[src/rtl/seg_capture.sv]
// seg_capture: rebuilds the hex value and leading-blank count shown on a
// multiplexed 4-digit seven-segment bus, and flags malformed scans.
//
// state  | meaning
// HUNT   | no frame in progress; wait for digit0 with a legal code
// D1     | digit0 captured; expect digit1 select (0010)
// D2     | digit1 captured; expect digit2 select (0100)
// D3     | digit2 captured; expect digit3 select (1000), frame completes
// D0WAIT | frame just completed; expect digit0 of the next frame
module seg_capture #(
    parameter logic [15:0] MAX_HOLD = 16'd65535
) (
    input  logic        IN_clk,
    input  logic        IN_rst,
    input  logic [3:0]  IN_choice,
    input  logic [7:0]  IN_seg,
    output logic [15:0] OUT_value,
    output logic [2:0]  OUT_off_number,
    output logic        OUT_valid,
    output logic        OUT_err
);

    typedef enum logic [2:0] {HUNT, D1, D2, D3, D0WAIT} state_t;

    state_t      state, state_nxt;
    logic [3:0]  prev_choice;
    logic [15:0] hold_cnt;
    logic [11:0] nib_buf;
    logic [2:0]  blank_buf;

    logic        seg_legal, seg_blank;
    logic [3:0]  seg_nib;
    logic [3:0]  exp_choice;
    logic        is_new, is_onehot, hold_at_limit;
    logic        cap_digit, frame_done, err_nxt, hold_clr, hold_inc;
    logic        pat_ok;
    logic [2:0]  frame_off;
    logic [3:0]  blank_all;

    // Active-low segment byte to nibble; blank reads as nibble 0.
    always_comb begin
        seg_legal = 1'b1;
        seg_blank = 1'b0;
        seg_nib   = 4'h0;
        case (IN_seg)
            8'h03: seg_nib = 4'h0;
            8'h9F: seg_nib = 4'h1;
            8'h25: seg_nib = 4'h2;
            8'h0D: seg_nib = 4'h3;
            8'h99: seg_nib = 4'h4;
            8'h49: seg_nib = 4'h5;
            8'h41: seg_nib = 4'h6;
            8'h1F: seg_nib = 4'h7;
            8'h01: seg_nib = 4'h8;
            8'h09: seg_nib = 4'h9;
            8'h11: seg_nib = 4'hA;
            8'hC1: seg_nib = 4'hB;
            8'h63: seg_nib = 4'hC;
            8'h85: seg_nib = 4'hD;
            8'h61: seg_nib = 4'hE;
            8'h71: seg_nib = 4'hF;
            8'hFF: seg_blank = 1'b1;
            default: seg_legal = 1'b0;
        endcase
    end

    // Leading blanks must run contiguously down from digit3.
    always_comb begin
        blank_all = {seg_blank, blank_buf};
        pat_ok    = 1'b1;
        frame_off = 3'd0;
        case (blank_all)
            4'b0000: frame_off = 3'd0;
            4'b1000: frame_off = 3'd1;
            4'b1100: frame_off = 3'd2;
            4'b1110: frame_off = 3'd3;
            4'b1111: frame_off = 3'd4;
            default: pat_ok = 1'b0;
        endcase
    end

    assign is_new        = (IN_choice != prev_choice);
    assign is_onehot     = (IN_choice != 4'b0000) && ((IN_choice & (IN_choice - 4'd1)) == 4'b0000);
    assign hold_at_limit = (({1'b0, hold_cnt} + 17'd1) >= {1'b0, MAX_HOLD});

    // State register.
    always_ff @(posedge IN_clk or posedge IN_rst) begin
        if (IN_rst) state <= HUNT;
        else        state <= state_nxt;
    end

    // Next-state and per-cycle control: capture, frame completion, errors.
    always_comb begin
        state_nxt  = state;
        cap_digit  = 1'b0;
        frame_done = 1'b0;
        err_nxt    = 1'b0;
        hold_clr   = 1'b0;
        hold_inc   = 1'b0;
        case (state)
            D1:      exp_choice = 4'b0010;
            D2:      exp_choice = 4'b0100;
            D3:      exp_choice = 4'b1000;
            default: exp_choice = 4'b0001;
        endcase
        if (state == HUNT) begin
            hold_clr = 1'b1;
            if (IN_choice == 4'b0001 && seg_legal) begin
                cap_digit = 1'b1;
                state_nxt = D1;
            end
        end else if (is_new) begin
            hold_clr = 1'b1;
            if (!is_onehot || IN_choice != exp_choice || !seg_legal) begin
                err_nxt   = 1'b1;
                state_nxt = HUNT;
            end else begin
                cap_digit = 1'b1;
                case (state)
                    D1:      state_nxt = D2;
                    D2:      state_nxt = D3;
                    D3: begin
                        if (pat_ok) begin
                            frame_done = 1'b1;
                            state_nxt  = D0WAIT;
                        end else begin
                            err_nxt   = 1'b1;
                            state_nxt = HUNT;
                        end
                    end
                    default: state_nxt = D1;
                endcase
            end
        end else if (hold_at_limit) begin
            hold_clr  = 1'b1;
            err_nxt   = 1'b1;
            state_nxt = HUNT;
        end else begin
            hold_inc = 1'b1;
        end
    end

    // Digit buffer, hold counter and registered outputs.
    always_ff @(posedge IN_clk or posedge IN_rst) begin
        if (IN_rst) begin
            prev_choice    <= 4'b0000;
            hold_cnt       <= 16'd0;
            nib_buf        <= 12'h000;
            blank_buf      <= 3'b000;
            OUT_value      <= 16'h0000;
            OUT_off_number <= 3'd0;
            OUT_valid      <= 1'b0;
            OUT_err        <= 1'b0;
        end else begin
            prev_choice <= IN_choice;
            OUT_valid   <= frame_done;
            OUT_err     <= err_nxt;
            if (hold_clr)      hold_cnt <= 16'd0;
            else if (hold_inc) hold_cnt <= hold_cnt + 16'd1;
            if (cap_digit) begin
                case (state)
                    D1: begin
                        nib_buf[7:4] <= seg_nib;
                        blank_buf[1] <= seg_blank;
                    end
                    D2: begin
                        nib_buf[11:8] <= seg_nib;
                        blank_buf[2]  <= seg_blank;
                    end
                    D3: ;
                    default: begin
                        nib_buf[3:0] <= seg_nib;
                        blank_buf[0] <= seg_blank;
                    end
                endcase
            end
            if (frame_done) begin
                OUT_value      <= {seg_nib, nib_buf};
                OUT_off_number <= frame_off;
            end
        end
    end

endmodule

[config.mk]
export PLATFORM = sky130hd
export DESIGN_NAME = seg_capture
export DESIGN_NICKNAME = d
export VERILOG_FILES = /design/src/rtl/seg_capture.sv
export SDC_FILE = /design/constraint.sdc
export NUM_CORES = 1
export LEC_CHECK = 0
export CAP_MARGIN = 20
export CORE_MARGIN = 3
export CORE_UTILIZATION = 50
export DETAILED_ROUTE_END_ITERATION = 8
export HOLD_SLACK_MARGIN = 0.05
export PLACE_DENSITY = 0.72
export SYNTH_ARGS = -nofsm -noshare
export SYNTH_HDL_FRONTEND = slang
export SYNTH_SLANG_ARGS = --single-unit
[constraint.sdc]
create_clock -name IN_clk -period 2.6 [get_ports IN_clk]
set_input_delay 0.52 -clock IN_clk [delete_from_list [all_inputs] [get_ports IN_clk]]
set_output_delay 0.52 -clock IN_clk [all_outputs]
set_load 0.02 [all_outputs]
Word-level counts from Yosys, hierarchy flattened
Cells that the tools add are included.
{ "totals": {"ff_bits": 59, "wordCells": 101, "input_bits": 14, "output_inout_bits": 21} }
{ "classes": {"add_sub_neg": 3, "magnitude_cmp": 1, "bitwise": 2, "muxes": 35, "n_reduce_logical": 19, "eq_ne": 28} }
{ "op_table": {"columns": ["operator", "n"], "rows": [
  ["4-bit case mux with 15 select lines", 1],
  ["8-bit by 7-bit == test with 1-bit output (second input constant)", 5],
  ["8-bit == test (second input constant)", 5],
  ["16-bit 2-to-1 mux", 2],
  ["1-bit 2-to-1 mux", 23],
  ["3-bit 2-to-1 mux", 6],
  ["16-bit by 1-bit adder with 17-bit output (second input constant)", 1],
  ["17-bit by 16-bit greater-or-equal comparator with 1-bit output (second input constant)", 1],
  ["17-bit OR reduction", 1],
  ["16-bit by 1-bit adder with 16-bit output (second input constant)", 1],
  ["4-bit == test (second input constant)", 4],
  ["8-bit by 4-bit == test with 1-bit output (second input constant)", 2],
  ["8-bit by 5-bit == test with 1-bit output (second input constant)", 2],
  ["3-bit case mux with 4 select lines", 1],
  ["4-bit case mux with 3 select lines", 1],
  ["3-bit case mux with 3 select lines", 1],
  ["8-bit by 1-bit == test with 1-bit output (second input constant)", 1],
  ["8-bit by 2-bit == test with 1-bit output (second input constant)", 1],
  ["8-bit by 6-bit == test with 1-bit output (second input constant)", 1],
  ["4-bit zero test", 2],
  ["4-bit != test", 2],
  ["2-bit AND reduction", 4],
  ["3-bit by 2-bit == test with 1-bit output (second input constant)", 2],
  ["5-bit OR reduction", 1],
  ["other kinds (14)", 17]
]} }

Logic depth before layout (Yosys ltp)
Gate-level depths: netlist (run 1).
{ "depth": {"ltp_word": 11, "ltp_mapped": 8} }

Worst setup path before layout (run 1)
Ideal clock, no wire load.
{ "synth_timing": {"path_type": "input -> register", "from": "input port IN_seg[1]", "to": "register blank_buf[1]", "stages": 8, "setup_ps": 125, "arrival_ps": 2288, "slack_ps": 187, "path_buffers": 2, "cell_sequence": "buf_6 nor3b_4 nand2_2 o41ai_4 a211oi_2 or4_1 buf_6 mux2_4"} }
{ "synth_via": {"elab_chain_len": 9} }
{ "synth_rtl": {"columns": ["element", "line", "source"], "rows": [
  ["from (decl)", "16", "input logic [7:0] IN_seg,"],
  ["8-bit by 7-bit == test with 1-bit output, or another cell as far along", "45", "case (IN_seg)"],
  ["17-bit OR reduction (no source line)", null, null],
  ["1-bit 2-to-1 mux", "45", null],
  ["1-bit zero test", "114", "if (!is_onehot || IN_choice != exp_choice || !seg_legal) begin"],
  ["1-bit logical OR", "114", null],
  ["1-bit 2-to-1 mux", "114", null],
  ["1-bit 2-to-1 mux", "112", "end else if (is_new) begin"],
  ["1-bit 2-to-1 mux", "106", "if (state == HUNT) begin"],
  ["2-bit AND reduction (no source line)", null, null],
  ["to (signal assigned)", "164", "blank_buf[1] <= seg_blank;"],
  ["to (decl)", "29", "logic [2:0] blank_buf;"]
]} }
Parallel ways exist; a longest one is shown, timed or not.
A chain may end at the register's enable or synchronous reset.

Final worst setup path (run 1)
{ "layout_timing": {"from": "input port IN_seg[7]", "to": "register nib_buf[7]"} }
{ "layout_via": {"elab_chain_len": 9} }
{ "layout_rtl": {"columns": ["element", "line", "source"], "rows": [
  ["8-bit by 7-bit == test with 1-bit output, or another cell as far along", "45", null],
  ["17-bit OR reduction (no source line)", null, null],
  ["1-bit 2-to-1 mux", "45", null],
  ["1-bit zero test", "114", null],
  ["1-bit logical OR", "114", null],
  ["1-bit 2-to-1 mux", "114", null],
  ["1-bit 2-to-1 mux", "112", null],
  ["1-bit 2-to-1 mux", "106", null],
  ["2-bit AND reduction (no source line)", null, null],
  ["to (signal assigned)", "163", "nib_buf[7:4] <= seg_nib;"],
  ["to (decl)", "28", "logic [11:0] nib_buf;"]
]} }
Parallel ways exist; a longest one is shown, timed or not.

==> results of run 1 <==
[routing by layer]
layer  vias up  global-route usage (%)
met5         -                       0
met4         0                    5.95
met3         4                    4.85
met2        37                    33.3
met1      1221                    27.4
li1       1221                       -
[worst max path at each step]
stage / end / depth (start not counted) / slack, ps
after detailed placement: nib_buf[7] / 9 / -400
after CTS: nib_buf[7] / 9 / 7
after global placement: nib_buf[6] / 9 / -380
after global routing: nib_buf[7] / 9 / -7
after floorplan: blank_buf[1] / 8 / 190
final: nib_buf[7] / 9 / 60
[what timing repair did]
action	in CTS	in global routing
setup endpoints to repair	5	48
setup buffers	0	2
endpoints found under the hold margin	0	0
pin swaps	0	4
hold buffers	0	0
gates resized for setup	4	18
[Yosys cell counts, types with 3 or more instances]
cell type	n
nand4_1	9
nand2b_1	5
mux2_2	19
inv_1	6
dfrtp_1	59
xor2_1	7
xnor2_1	13
nand3_1	13
buf_2	8
mux2_4	5
and4_1	3
mux2_1	9
nand2_1	9
o21ai_0	5
nor2_1	33
and3_1	4
a21oi_1	11
nor3_1	8
nor4b_1	4
buf_6	3
[power by group]
group | total, W | switching [W] | internal, W | leakage (nW)
clock | 0.000945 | 0.000358 | 0.000587 | 0.115
sequential | 0.000924 | 0.00000223 | 0.000922 | 0.815
combinational | 0.000171 | 0.0000885 | 0.0000823 | 1.07
total | 0.00204 | 0.000449 | 0.00159 | 2.00
[final cells by class]
class	count	area, sq um
multi-input cells	212	1680
fillers	470	1820
clock buffers	11	151
well taps	75	93.8
clock inverters	4	73.8
flip-flops and latches	59	1480
inverters	6	22.5
repair buffers	81	739
[through the flow]
step / cells / utilization [%] / area, sq um / total power (W) / hold WS [ps]
global route: 448 / 69.9 / 4240 / 0.00213 / 509
global placement: 431 / 64.7 / 3920 / 0.00110 / 467
finish: 448 / 69.9 / 4240 / 0.00204 / 485
floorplan: 291 / - / 3220 / 0.00102 / 454
CTS: 446 / 68.4 / 4150 / 0.00205 / 494
detailed placement: 431 / 64.7 / 3920 / 0.00110 / 473
[critical path, cell delays in order]
cell	delay, ps
clkdlybuf4s50_1	540
buf_6	180
nor4bb_2	220
o21ai_1	140
o211ai_2	120
a211oi_2	80
or4_4	500
buf_6	160
mux2_4	290
[registers in the layout, indices dropped and copies added (netlist names)]
register,flops
OUT_value,16
hold_cnt,16
nib_buf,12
prev_choice,4
OUT_off_number,3
blank_buf,3
state,3
OUT_err,1
OUT_valid,1
[cell families (layout without fill, tap and decap cells)]
| kind of cell | after synthesis | in the layout | share of synthesized area [%] |
|---|---|---|---|
| and+or+nand+nor | 111 | 111 | 20.4 |
| adders and majority gates | 2 | 2 | 0.778 |
| xor gates and xnor gates | 20 | 20 | 5.45 |
| muxes | 34 | 34 | 12.5 |
| buffers and inverters | 20 | 102 | 3.58 |
| AOI/OAI and AO/OA | 45 | 45 | 11.5 |
| DFF | 59 | 59 | 45.9 |
==> impl_metrics.csv, run 1 <==
group,metric,value,unit
run_status,outcome,"completed",
timing,worstMarginPinSlew,495,ps
logic_synthesis,ys_seq_elements,59,
clock_network,cts_buffers,9,
clock_network,cts_root_buf,"clkbuf_8",
clock_network,tritoncts,"built",
timing,drv_slew,0,
timing,setup_violations,0,
clock_network,path_clk_slew,70,ps
critical_path,crit_path_start_kind,"input port",
floorplan,start_util,53.1,%
layout,mostFrequentLayoutCells,"59 x dfrtp_1, 40 x buf_4, 32 x nor2_1, 29 x clkdlybuf4s50_1, 19 x mux2_2",
logic_synthesis,ys_types,62,
timing,hold_violations,0,
logic_synthesis,netlist_top_cells_area,"dfrtp_1 46%, mux2_2 6.7%, nor2_1 3.9%, xnor2_1 3.5%, mux2_1 3.2%",
clock_network,cts_sinks,59,
logic_synthesis,netlist_area,0.00322,sq mm
worst_hold_path,hold_depth,1,
routing,vias,2483,
floorplan,core.rowCount,28,
logic_synthesis,seq_area_frac_synth,45.9,%
place,portBuffers,34,
critical_path,rrSetupSlack,230,ps
clock_network,clk_latency,320,ps
routing,viasPerCell,5.54,
layout,areaGrowthSynthToFinish,31.8,%
routing,drc,0,
logic_synthesis,syn_nets,307,
floorplan,coreArea,0.00606,sq mm
critical_path,reg2reg_to,"state[0]",
logic_synthesis,syn_area_per_cell,11.1,sq um
timing,setup_tns,0,ps
grt,antenna_found_initial,0,
logic_synthesis,synth_top_flop_cell,"dfrtp_1",
critical_path,reg2reg_depth,7,
logic_synthesis,yosys.area.top_type,"dfrtp_1",
floorplan,boundaryPins,35,
clock_network,clockBufferDepth,2,
layout,fin_nets,385,
critical_path,arrival,2750,ps
power,p_leak,2.00,nW
power,vdd_drop_max,0.339,mV
worst_hold_path,hp-start,"nib_buf[4]",
floorplan,fp.dieW,86.2,um
routing,topRoutingLayerUsed,"met4",
timing,setup_slack,55.1,ps
grt,grt_first_pass_wirelength,12.0,mm
grt,gr-total-overflow,0,
critical_path,reg2reg_from,"hold_cnt[0]",
logic_synthesis,synth-edff-count,0,
logic_synthesis,yosysTopAreaCellShare,45.9,%
critical_path,cp_max_fo,12,
routing,firstDrtPassIters,4,
floorplan,die_area,0.00743,sq mm
grt,grt_max_degree,25,
power,p_per_area,481,mW/mm^2
routing,drtAntennaViolNets,0,
layout,final_common_cell,"dfrtp_1",
place,hpwl,5.02,mm
routing,wl_per_cell,15.7,um
worst_hold_path,worstHoldPathType,"reg2reg",
grt,grt_pass1_vias,2516,
timing,finalCriticalPeriod,2540,ps
layout,layout-drive-gt1-share,28.7,%
place,pre_cts_slack,-400,ps
logic_synthesis,ys_async_sr_fraction,100,%
routing,wl_met2,3.51,mm
critical_path,cp_data_required_time,2810,ps
critical_path,crit_type,"in2reg",
routing,dr_wl_met3,219,um
logic_synthesis,ys_warn_count,0,
critical_path,endpoint_kind,"flop",
critical_path,critPathLaunch,"IN_seg[7]",
grt,grt_usage,20.4,%
clock_network,ctsHtreeMaxLevel,3,
routing,wl_met1,3.27,mm
layout,n_antenna_cell,0,
place,gp_congestion,0.863,
timing,relSlewSlack,66.9,%
timing,fin_crit_sh,97.9,%
logic_synthesis,synthCells,291,
run,cap_violations,0,
timing,skew,8.25,ps
floorplan,die_h,86.2,um
timing,fmax,393,MHz
worst_hold_path,hold_end,"OUT_value[4]",
routing,drt_wl_total,7.05,mm
routing,drtIter0Drc,114,
Power figures use the tool's default switching activity.
==> inputs of run 2 (changes only) <==
--- a/config.mk
+++ b/config.mk
@@ -8,9 +8,11 @@
 export CAP_MARGIN = 20
 export CORE_MARGIN = 3
 export CORE_UTILIZATION = 50
+export CTS_CLUSTER_SIZE = 8
 export DETAILED_ROUTE_END_ITERATION = 8
 export HOLD_SLACK_MARGIN = 0.05
 export PLACE_DENSITY = 0.72
+export SLEW_MARGIN = 15
 export SYNTH_ARGS = -nofsm -noshare
 export SYNTH_HDL_FRONTEND = slang
 export SYNTH_SLANG_ARGS = --single-unit
==> results of run 2 <==
Same layout as run 1: the final DEF is identical, and so are final timing and power.
==> inputs of run 3 (changes only) <==
--- a/config.mk
+++ b/config.mk
@@ -6,7 +6,7 @@
 export NUM_CORES = 1
 export LEC_CHECK = 0
 export CAP_MARGIN = 20
-export CORE_MARGIN = 3
+export CORE_MARGIN = 2
 export CORE_UTILIZATION = 50
 export CTS_CLUSTER_SIZE = 8
 export DETAILED_ROUTE_END_ITERATION = 8
==> run 3 against run 2 <==
Effect of this change: clock power is 13% lower; clock skew grew 3.3 ps; count of clock-buffer cells in the layout fell by 1; sequential cell count is the same; combinational power is 7% lower; total power shrank 6.7%; worst hold slack worse by 46 ps; non-clock buffer count down 1; setup slack better by 24 ps; first-iteration DRC count fell by 22%; die area decreased by 4.6%; critical path type unchanged; largest cell class unchanged.
==> impl_metrics.csv, run 3 (synthesis results as in run 1) <==
group,metric,value,unit
clock_network,ctsHoldBuffers,0,
timing,fmax,397,MHz
layout,top_regs,"OUT_value (16), hold_cnt (16), nib_buf (12)",
grt,grt_usage,21.0,%
critical_path,endpoint_kind,"flop",
timing,setup_violations,0,
grt,grt_first_pass_wirelength,11.9,mm
clock_network,clk_latency,330,ps
clock_network,tritoncts,"built",
place,portBuffers,34,
place,hpwl,4.93,mm
routing,viasPerCell,5.61,
routing,drc,0,
layout,areaGrowthSynthToFinish,29.1,%
grt,grt_max_degree,42,
timing,setup_tns,0,ps
layout,stdcell_count,449,
routing,drtIter0Drc,89,
clock_network,cts_buffers,9,
routing,drtAntennaViolNets,0,
floorplan,boundaryPins,35,
routing,vias,2517,
floorplan,die_h,84.2,um
timing,fin_crit_sh,97.0,%
power,p_per_area,459,mW/mm^2
critical_path,cp_data_required_time,2820,ps
floorplan,fp.dieW,84.2,um
layout,fin_nets,384,
timing,worstMarginPinSlew,490,ps
clock_network,cts_root_buf,"clkbuf_8",
clock_network,clockBufferDepth,2,
timing,setup_slack,78.9,ps
critical_path,crit_type,"in2reg",
clock_network,path_clk_slew,70,ps
worst_hold_path,worstHoldPathType,"in2reg",
power,vdd_drop_max,0.351,mV
grt,globalRoute.busiestLayer,"met2",
critical_path,crit_path_start_kind,"input port",
layout,final_common_cell,"dfrtp_1",
floorplan,start_util,51.2,%
floorplan,die_area,0.00709,sq mm
place,pre_cts_slack,-401,ps
routing,drt_wl_total,6.98,mm
timing,skew,11.6,ps
layout,final_util,66.1,%
critical_path,arrival,2740,ps
clock_network,ctsHtreeMaxLevel,3,
grt,grt_pass1_vias,2569,
layout,mostFrequentLayoutCells,"59 x dfrtp_1, 44 x buf_4, 31 x nor2_1, 26 x clkdlybuf4s50_1, 19 x mux2_2",
grt,antenna_found_initial,0,
grt,grtUsageMet1,26.4,%
floorplan,coreArea,0.00628,sq mm
run_status,outcome,"completed",
place,gp_congestion,0.948,
power,p_leak,1.98,nW
grt,gr-total-overflow,0,
layout,n_antenna_cell,0,
timing,hold_violations,0,
critical_path,cp_max_fo,6,
timing,rsz0062_at_grt,"false",
grt,use_met3,5.60,%
run,cap_violations,0,
grt,met2_usage,34.1,%
clock_network,cts_sinks,59,
routing,wl_per_cell,15.5,um
floorplan,core.rowCount,29,
timing,drv_slew,0,
routing,firstDrtPassIters,4,
timing,finalCriticalPeriod,2520,ps
layout,layout-drive-gt1-share,27.4,%
place,placed_cells,433,
timing,relSlewSlack,67.3,%
run 3: changes by cell type in the layout (fill, tap and decap cells not counted), sizes merged:
cell,before,now
buf,47,46
clkdlybuf4s50,29,26
dlygate4sd2,2,3
bufinv,2,1
clkbuf,11,10
clkinv,2,4
clkdlybuf4s15,1,0
dlymetal6s2s,2,5
run 3: per-layer routing:
layer	vias up	wire (um)
met5	-	0
li1	1217	-
met1	1249	3160
met4	0	107
met3	10	289
met2	41	3430
run 3: where the power goes:
part / total (W) / switching (W) / internal, W
Combinational: 0.000159 / 0.0000835 / 0.0000752
Sequential: 0.000924 / 0.00000220 / 0.000922
Clock: 0.000821 / 0.000362 / 0.000460
Total: 0.00190 / 0.000447 / 0.00146
run 3: final cells by class:
type,count,area (sq um)
fill,501,2130
multi-input combinational,212,1640
sequential,59,1480
timing repair buffer,80,719
clock buffer,10,138
tap,77,96.3
clock inverter,5,53.8
inverter,6,22.5
run 3: path summary, 6_finish.rpt:
| path | slack [ps] | end | start | cells past startpoint |
|---|---|---|---|---|
| max in group asynchronous | 1560 | OUT_valid | IN_rst | 3 |
| worst min register to register | 490 | OUT_value[0] | nib_buf[0] | 1 |
| worst max-delay path | 80 | nib_buf[4] | IN_seg[5] | 8 |
| worst max register to register | 150 | nib_buf[4] | state[0] | 7 |
| worst min-delay path | 440 | prev_choice[2] | IN_choice[2] | 1 |
| min in group asynchronous | 490 | nib_buf[2] | IN_rst | 2 |
run 3: metrics by stage:
step,power [W],cell area [sq um],hold WS (ps)
floorplan,0.00102,3220,454
global placement,0.00110,3920,473
detailed placement,0.00110,3920,475
CTS,0.00192,4110,485
global route,0.00198,4150,438
finish,0.00190,4150,439
run 3: timing repair:
item | in CTS | in global routing
endpoints found under the setup margin | 5 | 39
buffers inserted | 0 | 1
pin swaps | 0 | 1
resized for setup | 4 | 9
run 3: worst max-delay path, cell delays in order:
cell             delay [ps]
clkdlybuf4s50_1         490
nor4bb_1                320
nand4b_1                170
nand3_1                 160
a211oi_2                 60
or4_1                   520
buf_4                   200
mux2_4                  290
